File: src/rtl/gate_pkg.sv
// Shared definitions for the gate_unit slice: operation encoding, queue depth
// and the legal-operation check.
package gate_pkg;

  localparam int OP_W   = 3;
  localparam int QDEPTH = 2;

  typedef enum logic [OP_W-1:0] {
    OP_AND  = 3'd0,
    OP_OR   = 3'd1,
    OP_XOR  = 3'd2,
    OP_NAND = 3'd3,
    OP_NOR  = 3'd4,
    OP_XNOR = 3'd5
  } gate_op_e;

  function automatic logic is_legal_op(input logic [OP_W-1:0] op);
    return (op <= 3'd5);
  endfunction

endpackage

File: src/rtl/gate_reduce.sv
// Combinational reduction of NUM_IN packed operands to one WIDTH-bit result
// by the selected operation; err flags an illegal operation code.
module gate_reduce
  import gate_pkg::*;
#(
  parameter int WIDTH  = 8,
  parameter int NUM_IN = 2
) (
  input  logic [OP_W-1:0]         op,
  input  logic [NUM_IN*WIDTH-1:0] data,
  output logic [WIDTH-1:0]        result,
  output logic                    err
);

  logic [WIDTH-1:0] and_s;
  logic [WIDTH-1:0] or_s;
  logic [WIDTH-1:0] xor_s;

  // Fold all operands into the three base reductions
  always_comb begin
    and_s = data[WIDTH-1:0];
    or_s  = data[WIDTH-1:0];
    xor_s = data[WIDTH-1:0];
    for (int k = 1; k < NUM_IN; k++) begin
      and_s = and_s & data[k*WIDTH +: WIDTH];
      or_s  = or_s  | data[k*WIDTH +: WIDTH];
      xor_s = xor_s ^ data[k*WIDTH +: WIDTH];
    end
  end

  // Select the requested result; illegal codes give zero with err set
  always_comb begin
    result = {WIDTH{1'b0}};
    err    = !is_legal_op(op);
    case (op)
      OP_AND:  result = and_s;
      OP_OR:   result = or_s;
      OP_XOR:  result = xor_s;
      OP_NAND: result = ~and_s;
      OP_NOR:  result = ~or_s;
      OP_XNOR: result = ~xor_s;
      default: result = {WIDTH{1'b0}};
    endcase
  end

endmodule

File: src/rtl/gate_unit.sv
// Registered multi-input logic unit with a 2-entry valid/ready output queue.
// Optional GATE_UNIT_STATS_EN adds saturating accept/error counters.
module gate_unit
  import gate_pkg::*;
#(
  parameter int WIDTH  = 8,
  parameter int NUM_IN = 2
) (
  input  logic                    clk,
  input  logic                    rst,
  input  logic                    in_valid,
  output logic                    in_ready,
  input  logic [OP_W-1:0]         in_op,
  input  logic [NUM_IN*WIDTH-1:0] in_data,
  output logic                    out_valid,
  input  logic                    out_ready,
  output logic [WIDTH-1:0]        out_data,
  output logic                    out_err
`ifdef GATE_UNIT_STATS_EN
  ,
  output logic [15:0]             stat_count,
  output logic [15:0]             stat_err
`endif
);

  logic [WIDTH:0]   mem_r [QDEPTH];
  logic             wr_ptr_r;
  logic             rd_ptr_r;
  logic             full_r;
  logic             rdy_en_r;
  logic [WIDTH-1:0] out_data_r;
  logic             out_err_r;

  logic [1:0]       count_s;
  logic             push_s;
  logic             pop_s;
  logic [WIDTH-1:0] red_data_s;
  logic             red_err_s;
  logic             wr_ptr_nxt_s;
  logic             rd_ptr_nxt_s;
  logic             full_nxt_s;
  logic [WIDTH:0]   head_nxt_s;

  gate_reduce #(
    .WIDTH  (WIDTH),
    .NUM_IN (NUM_IN)
  ) u_reduce (
    .op     (in_op),
    .data   (in_data),
    .result (red_data_s),
    .err    (red_err_s)
  );

  assign count_s   = full_r ? 2'd2 : ((wr_ptr_r != rd_ptr_r) ? 2'd1 : 2'd0);
  assign in_ready  = rdy_en_r && ((count_s < 2'd2) || out_ready);
  assign out_valid = (count_s != 2'd0);
  assign push_s    = in_valid && in_ready;
  assign pop_s     = out_valid && out_ready;
  assign out_data  = out_data_r;
  assign out_err   = out_err_r;

  // Next pointers and the entry that will sit at the head after this edge
  always_comb begin
    wr_ptr_nxt_s = wr_ptr_r;
    rd_ptr_nxt_s = rd_ptr_r;
    full_nxt_s   = full_r;
    head_nxt_s   = {(WIDTH+1){1'b0}};
    if (push_s) begin
      wr_ptr_nxt_s = ~wr_ptr_r;
    end else begin
      wr_ptr_nxt_s = wr_ptr_r;
    end
    if (pop_s) begin
      rd_ptr_nxt_s = ~rd_ptr_r;
    end else begin
      rd_ptr_nxt_s = rd_ptr_r;
    end
    if (push_s && !pop_s) begin
      full_nxt_s = (wr_ptr_nxt_s == rd_ptr_r);
    end else if (pop_s && !push_s) begin
      full_nxt_s = 1'b0;
    end else begin
      full_nxt_s = full_r;
    end
    // A fresh result becomes head when it lands in the slot the read pointer moves to
    if (!full_nxt_s && (wr_ptr_nxt_s == rd_ptr_nxt_s)) begin
      head_nxt_s = {(WIDTH+1){1'b0}};
    end else if (push_s && (rd_ptr_nxt_s == wr_ptr_r)) begin
      head_nxt_s = {red_err_s, red_data_s};
    end else begin
      head_nxt_s = mem_r[rd_ptr_nxt_s];
    end
  end

  // Queue storage, pointers and registered head outputs
  always_ff @(posedge clk or posedge rst) begin
    if (rst) begin
      for (int i = 0; i < QDEPTH; i++) begin
        mem_r[i] <= {(WIDTH+1){1'b0}};
      end
      wr_ptr_r   <= 1'b0;
      rd_ptr_r   <= 1'b0;
      full_r     <= 1'b0;
      rdy_en_r   <= 1'b0;
      out_data_r <= {WIDTH{1'b0}};
      out_err_r  <= 1'b0;
    end else begin
      if (push_s) begin
        mem_r[wr_ptr_r] <= {red_err_s, red_data_s};
      end
      wr_ptr_r   <= wr_ptr_nxt_s;
      rd_ptr_r   <= rd_ptr_nxt_s;
      full_r     <= full_nxt_s;
      rdy_en_r   <= 1'b1;
      out_data_r <= head_nxt_s[WIDTH-1:0];
      out_err_r  <= head_nxt_s[WIDTH];
    end
  end

`ifdef GATE_UNIT_STATS_EN
  logic [15:0] stat_count_r;
  logic [15:0] stat_err_r;

  // Saturating transaction and illegal-op counters, stepped on accept
  always_ff @(posedge clk or posedge rst) begin
    if (rst) begin
      stat_count_r <= 16'h0000;
      stat_err_r   <= 16'h0000;
    end else if (push_s) begin
      if (stat_count_r != 16'hFFFF) begin
        stat_count_r <= stat_count_r + 16'h0001;
      end
      if (red_err_s && (stat_err_r != 16'hFFFF)) begin
        stat_err_r <= stat_err_r + 16'h0001;
      end
    end
  end

  assign stat_count = stat_count_r;
  assign stat_err   = stat_err_r;
`endif

endmodule

File: config.mk
export PLATFORM = sky130hd
export DESIGN_NAME = gate_unit
export DESIGN_NICKNAME = d
export VERILOG_FILES = /design/src/rtl/gate_pkg.sv /design/src/rtl/gate_reduce.sv /design/src/rtl/gate_unit.sv
export SDC_FILE = /design/constraint.sdc
export NUM_CORES = 1
export LEC_CHECK = 0
export ABC_AREA = 1
export CORE_MARGIN = 4
export CORE_UTILIZATION = 50
export CTS_BUF_LIST = sky130_fd_sc_hd__clkbuf_4 sky130_fd_sc_hd__clkbuf_8 sky130_fd_sc_hd__clkbuf_16
export DETAILED_ROUTE_END_ITERATION = 6
export PLACE_DENSITY_LB_ADDON = 0.25
export SLEW_MARGIN = 15
export SYNTH_ARGS = -nofsm -noshare
export SYNTH_HDL_FRONTEND = slang
export SYNTH_SLANG_ARGS = --single-unit
File: constraint.sdc
create_clock -name clk -period 4.17 [get_ports clk]
set_input_delay 0.417 -clock clk [delete_from_list [all_inputs] [get_ports clk]]
set_output_delay 0.417 -clock clk [all_outputs]
set_load 0.02 [all_outputs]
Word level (Yosys, flattened, before mapping)

Cells that the tools add are included.

Flip-flop bits (word level): 31
Logic and storage cells: 62
Output and inout port bits: 11
Bits of input ports: 23

Reductions and logical operators: 15
Bitwise logic cells: 10
Eq/ne operators: 9
Magnitude comparators: 5
Muxes and demuxes: 15

Operators by type and width:

| kind                 | count |
|---|---|
| $mux W9              | 6 |
| $pmux W8 S6          | 1 |
| $not A8 Y8           | 3 |
| $bwmux W18           | 1 |
| $demux W9 S1         | 1 |
| $and A8 B8 Y8        | 1 |
| $logic_and A1 B1 Y1  | 8 |
| $or A8 B8 Y8         | 1 |
| $xor A8 B8 Y8        | 1 |
| $eq A3 B2 Y1 const B | 2 |
| $eq A3 B3 Y1 const B | 2 |
| $mux W1              | 5 |
| $ge A2 B2 Y1 const B | 2 |
| $logic_not A1 Y1     | 4 |
| $not A1 Y2           | 2 |
| $eq A1 B1 Y1         | 3 |
| $eq A3 B1 Y1 const B | 1 |
| $le A3 B3 Y1 const B | 1 |
| $logic_not A3 Y1     | 1 |
| $lt A2 B1 Y1 const B | 1 |
| $lt A2 B2 Y1 const B | 1 |
| $mux W2              | 1 |
| $not A1 Y1           | 2 |
| $reduce_bool A2 Y1   | 1 |
| other kinds (2)      | 2 |

Depth between registers and ports, before layout

Word-level depth: 14
Gate-level depth with buffers: 14
Mapped depth without buffers: 13

Hierarchy

From an unflattened synthesis, not the netlist that was laid out.

Cell total of the unflattened synthesis: 344
Area total of the unflattened synthesis: 2336.0 sq um

Modules (own cells, without submodules):

| module      | area each (sq um) | seq. area each (sq um) | times used | cells an instance |
|---|---|---|---|---|
| gate_unit   | 1498.9            | 775.7                  | 1          | 184 |
| gate_reduce | 837.1             | 0.0                    | 1          | 160 |

Least setup slack after synthesis

OpenSTA, ideal clock, no wires.

Path kind: input to register
Start point: input out_ready
End point: register out_data_r[0] (netlist: out_data[0])
Data required time: 4.055 ns
Setup time: 0.115 ns
Buffers on the path: 1
Stages on the path: 14
Arrival: 1.725 ns
Setup slack: 2.330 ns
Cell sequence: buf_4 > inv_2 > nand2_2 > nand3_2 > clkinv_1 > ha_1 > xor2_1 > inv_1 > nand2_1 > nand2_1 > inv_1 > nand2_4 > nand2_1 > nor2_1

Cells in the longest elaborated chain, start to end: 10

RTL lines:

| item                   | line             | source |
|---|---|---|
| start: declaration     | gate_unit.sv:16  | `input logic out_ready,` |
| $logic_or A1 B1 Y1     | gate_unit.sv:55  | `assign in_ready = rdy_en_r && ((count_s < 2'd2) \|\| out_ready);` |
| $logic_and A1 B1 Y1    | gate_unit.sv:55  |  |
| $logic_and A1 B1 Y1    | gate_unit.sv:57  | `assign push_s = in_valid && in_ready;` |
| $logic_not A1 Y1       | gate_unit.sv:80  | `end else if (pop_s && !push_s) begin` |
| $logic_and A1 B1 Y1    | gate_unit.sv:80  |  |
| $mux W1                | gate_unit.sv:80  |  |
| $mux W1                | gate_unit.sv:78  | `if (push_s && !pop_s) begin` |
| $logic_not A1 Y1       | gate_unit.sv:86  | `if (!full_nxt_s && (wr_ptr_nxt_s == rd_ptr_nxt_s)) begin` |
| $logic_and A1 B1 Y1    | gate_unit.sv:86  |  |
| $mux W9 *              | gate_unit.sv:86  |  |
| via head_nxt_s[0]      | gate_unit.sv:42  | `logic [WIDTH:0] head_nxt_s;` |
| end signal: assignment | gate_unit.sv:105 | `out_data_r <= {WIDTH{1'b0}};` |
| end signal: assignment | gate_unit.sv:115 | `out_data_r <= head_nxt_s[WIDTH-1:0];` |
| end: declaration       | gate_unit.sv:31  | `logic [WIDTH-1:0] out_data_r;` |

The timed path passes the listed nets; every way through them passes the cells marked *. The select of a mux whose other input is x is not followed.
A chain may end at the register's enable or synchronous reset.

Worst setup path after layout

Start point: input out_ready
End point: output in_ready

Cells in the longest elaborated chain, start to end: 2

RTL lines:

| item                | line            | source |
|---|---|---|
| $logic_or A1 B1 Y1  | gate_unit.sv:55 |  |
| $logic_and A1 B1 Y1 | gate_unit.sv:55 |  |
| end: declaration    | gate_unit.sv:12 | `output logic in_ready,` |

Every way passes these cells.

==> metrics <==
most frequent cell after synthesis nor2_1; Seq cells post-synth 31; asr flop ratio synth 100%; area occupied by registers approximately 780 um2; Via density 4.84; Slowest Stage Delay on Critical Path 0.71 ns; Clk pwr share 15.2%; initial antenna violation count 0; layout cell share with drive strength beyond 1 7.20%; Netlist cell types 28; dpl cells 389; final hold slack 0.494 ns; diodes inserted 0; Die W 73.8 um; Final Hold Viols 0; WHS Path Cells 2; DP HPWL 3310 um; WP data required roughly 3.8 ns; Clock Latency Late Sink about 0.28 ns; all-layer global routing usage between 10% and 20%; Fmax 422 MHz; area of the multi-input gates 1170 um2; Core Util, Final 64.0%; Post-CTS Hold Buffers 0; die height approximately 74 um; synthesized area per cell 6.95 um2; worst slack, placed about 1.7 ns; CTS Root Cell clkbuf_8; R2R depth 12; R2R Path Start full_r; Post-layout nets 387; clock sinks 31; P_leak 1.41 nW; worst-path fanout max 8; critical-path cell list clkdlybuf4s50_1, inv_2, nand2_2, nand2_1, inv_1, clkdlybuf4s50_1; FILL cells between 300 and 400; Post-CTS Resized 0; Crit-path slowest cell clkdlybuf4s50_1; Post-CTS Repair Setup Buffers 0; startpoint types input port; WHS Endpoint mem_r[8]; 1st-iter DRT viols between 90 and 100; combinational power share 50.8%; status finished clean; Pint 0.867 mW; reg2reg setup slack 2.42 ns; setup violators final 0; NetSw 0.646 mW; hold_sp mem_r[8]; largest net degree at the start of global routing 32; Seq pwr share 34.0%; Final Non-Filler Cells 397; CTS clk-pin slew, worst paths 0.06 ns; Placed Instance Area 2530 um2; Syn Inst Count 311; Core Area 4090 um2; global-route wire length before repair 7460 um; RSZ-0062 raised after global routing false; Post-synth EDFFs 0; max cap viols 0; Detail Route Antenna Nets 0; DRT Pass-1 Iters 4; fin area 2620 um2; H-tree lvl count 2; setup TNS 0 ns; WL final 4200 um; Placer Congestion roughly 0.8; Seq/Total Area, Yosys between 30% and 40%; wire per inst approximately 11 um; leading area contributor after synthesis dfrtp_1; synth warn 0; share of the synthesized area in the top cell type 35.9%; CP arrival 1.95 ns; PwrDens ~580 nW/um2; Mapped Area 2160 um2; routed vias between 1500 and 2000; prevailing post-synth register cell dfrtp_1; Longest Clk Path Bufs 2; minimum clock period 2.37 ns; number of buffers created by CTS 5; Net Count, Synth around 350; port buffer count 33; I/O pin count 34; CTS tree yes; VDD IR-drop max approximately 0.00019 V; most frequent cell on the critical path clkdlybuf4s50_1; switching share of power 42.7%; Tot Pwr 1.51 mW; final global-route overflow total 0; Crit. End Element output port; PnR worst setup slack roughly 1.8 ns; worst-margin pin slew 0.616 ns; Residual DRC 0; area grow syn2layout 21.0%; Slew HR around three fifths; vias in the first global route between 1500 and 2000; Clock Skews about 0.0043 ns; FF-to-FF End out_data[5]; CP startpoint out_ready; commonest cells in the netlist nor2_1 (75), nand2_1 (66), inv_1 (44); die area 5440 um2; initial core utilization 52.9%; Final period util 56.8%; largest cells by area after synthesis dfrtp_1 (36%), nor2_1 (13%), nand2_1 (11%); Setup CP Type in -> out; Slew Limit Fails 0; worst min path class reg -> reg; Row Count 23
[critical path, delay by kind of cell]
kind / cells / cell delay [ns]
buffers and inverters: 4 / 1.41
AND/OR/NAND/NOR: 2 / 0.13
[power groups by stage]
| stage | Combinational [mW] | Clock [mW] | Sequential, mW |
|---|---|---|---|
| floorplan | 0.535 | 0 | 0.545 |
| global placement | 0.752 | 0 | 0.513 |
| detailed placement | 0.772 | 0 | 0.519 |
| CTS | 0.775 | 0.235 | 0.514 |
| global route | 0.885 | 0.248 | 0.527 |
| finish | 0.768 | 0.230 | 0.515 |
[logic make-up (layout without fill, tap and decap cells)]
family                     after synthesis  count (layout)  share of synthesized area, %
AOI/OAI and AO/OA                       30              30                          7.64
xor gates and xnor gates                 1               1                         0.405
DFF                                     31              31                          35.9
adders and majority gates               18              18                          10.4
buffers and inverters                   53              89                          9.78
and+or+nand+nor                        177             177                          35.7
other                                    1               1                         0.173
[how the worst max path moves through the flow]
stage                  endpoint
finish                 in_ready
global route           in_ready
CTS                    in_ready
detailed placement  out_data[5]
global placement    out_data[1]
floorplan           out_data[0]
[routing by layer]
| layer | up-vias | track usage, % | share of wire, % |
|---|---|---|---|
| li1 | 1030 | - | - |
| met4 | 0 | 5.43 | 0.74 |
| met1 | 840 | 20.7 | 48 |
| met3 | 2 | 3.83 | 4.9 |
| met5 | - | 0 | 0 |
| met2 | 50 | 30.5 | 46 |
[final cells by class]
type,count,area share (%)
clock buffer,6,2.92
multi-input combinational,227,44.9
timing repair buffer,34,12.9
inverter,47,6.74
sequential,31,29.7
tap,50,2.39
clock inverter,2,0.478
[cells in the final DEF, fill, tap and decap left out, drive strengths merged]
cell,Yosys,layout
buf,4,1
clkdlybuf4s50,0,33
nand4,1,1
nand2,74,74
o21ai,14,14
clkbuf,2,6
nand3,23,23
nor3,1,1
xor2,1,1
clkinv,1,2
and2,1,1
clkinvlp,0,1
conb,1,1
inv,46,46
nor2,77,77
o22ai,3,3
dfrtp,31,31
a21oi,13,13
ha,18,18
[sequential cells by signal (all words and copies together), names as in the netlist]
name	cells
rd_ptr_r	1
full_r	1
out_err	1
out_data	8
rdy_en_r	1
mem_r	18
wr_ptr_r	1
Note: power is estimated with default switching activity, not from simulation.
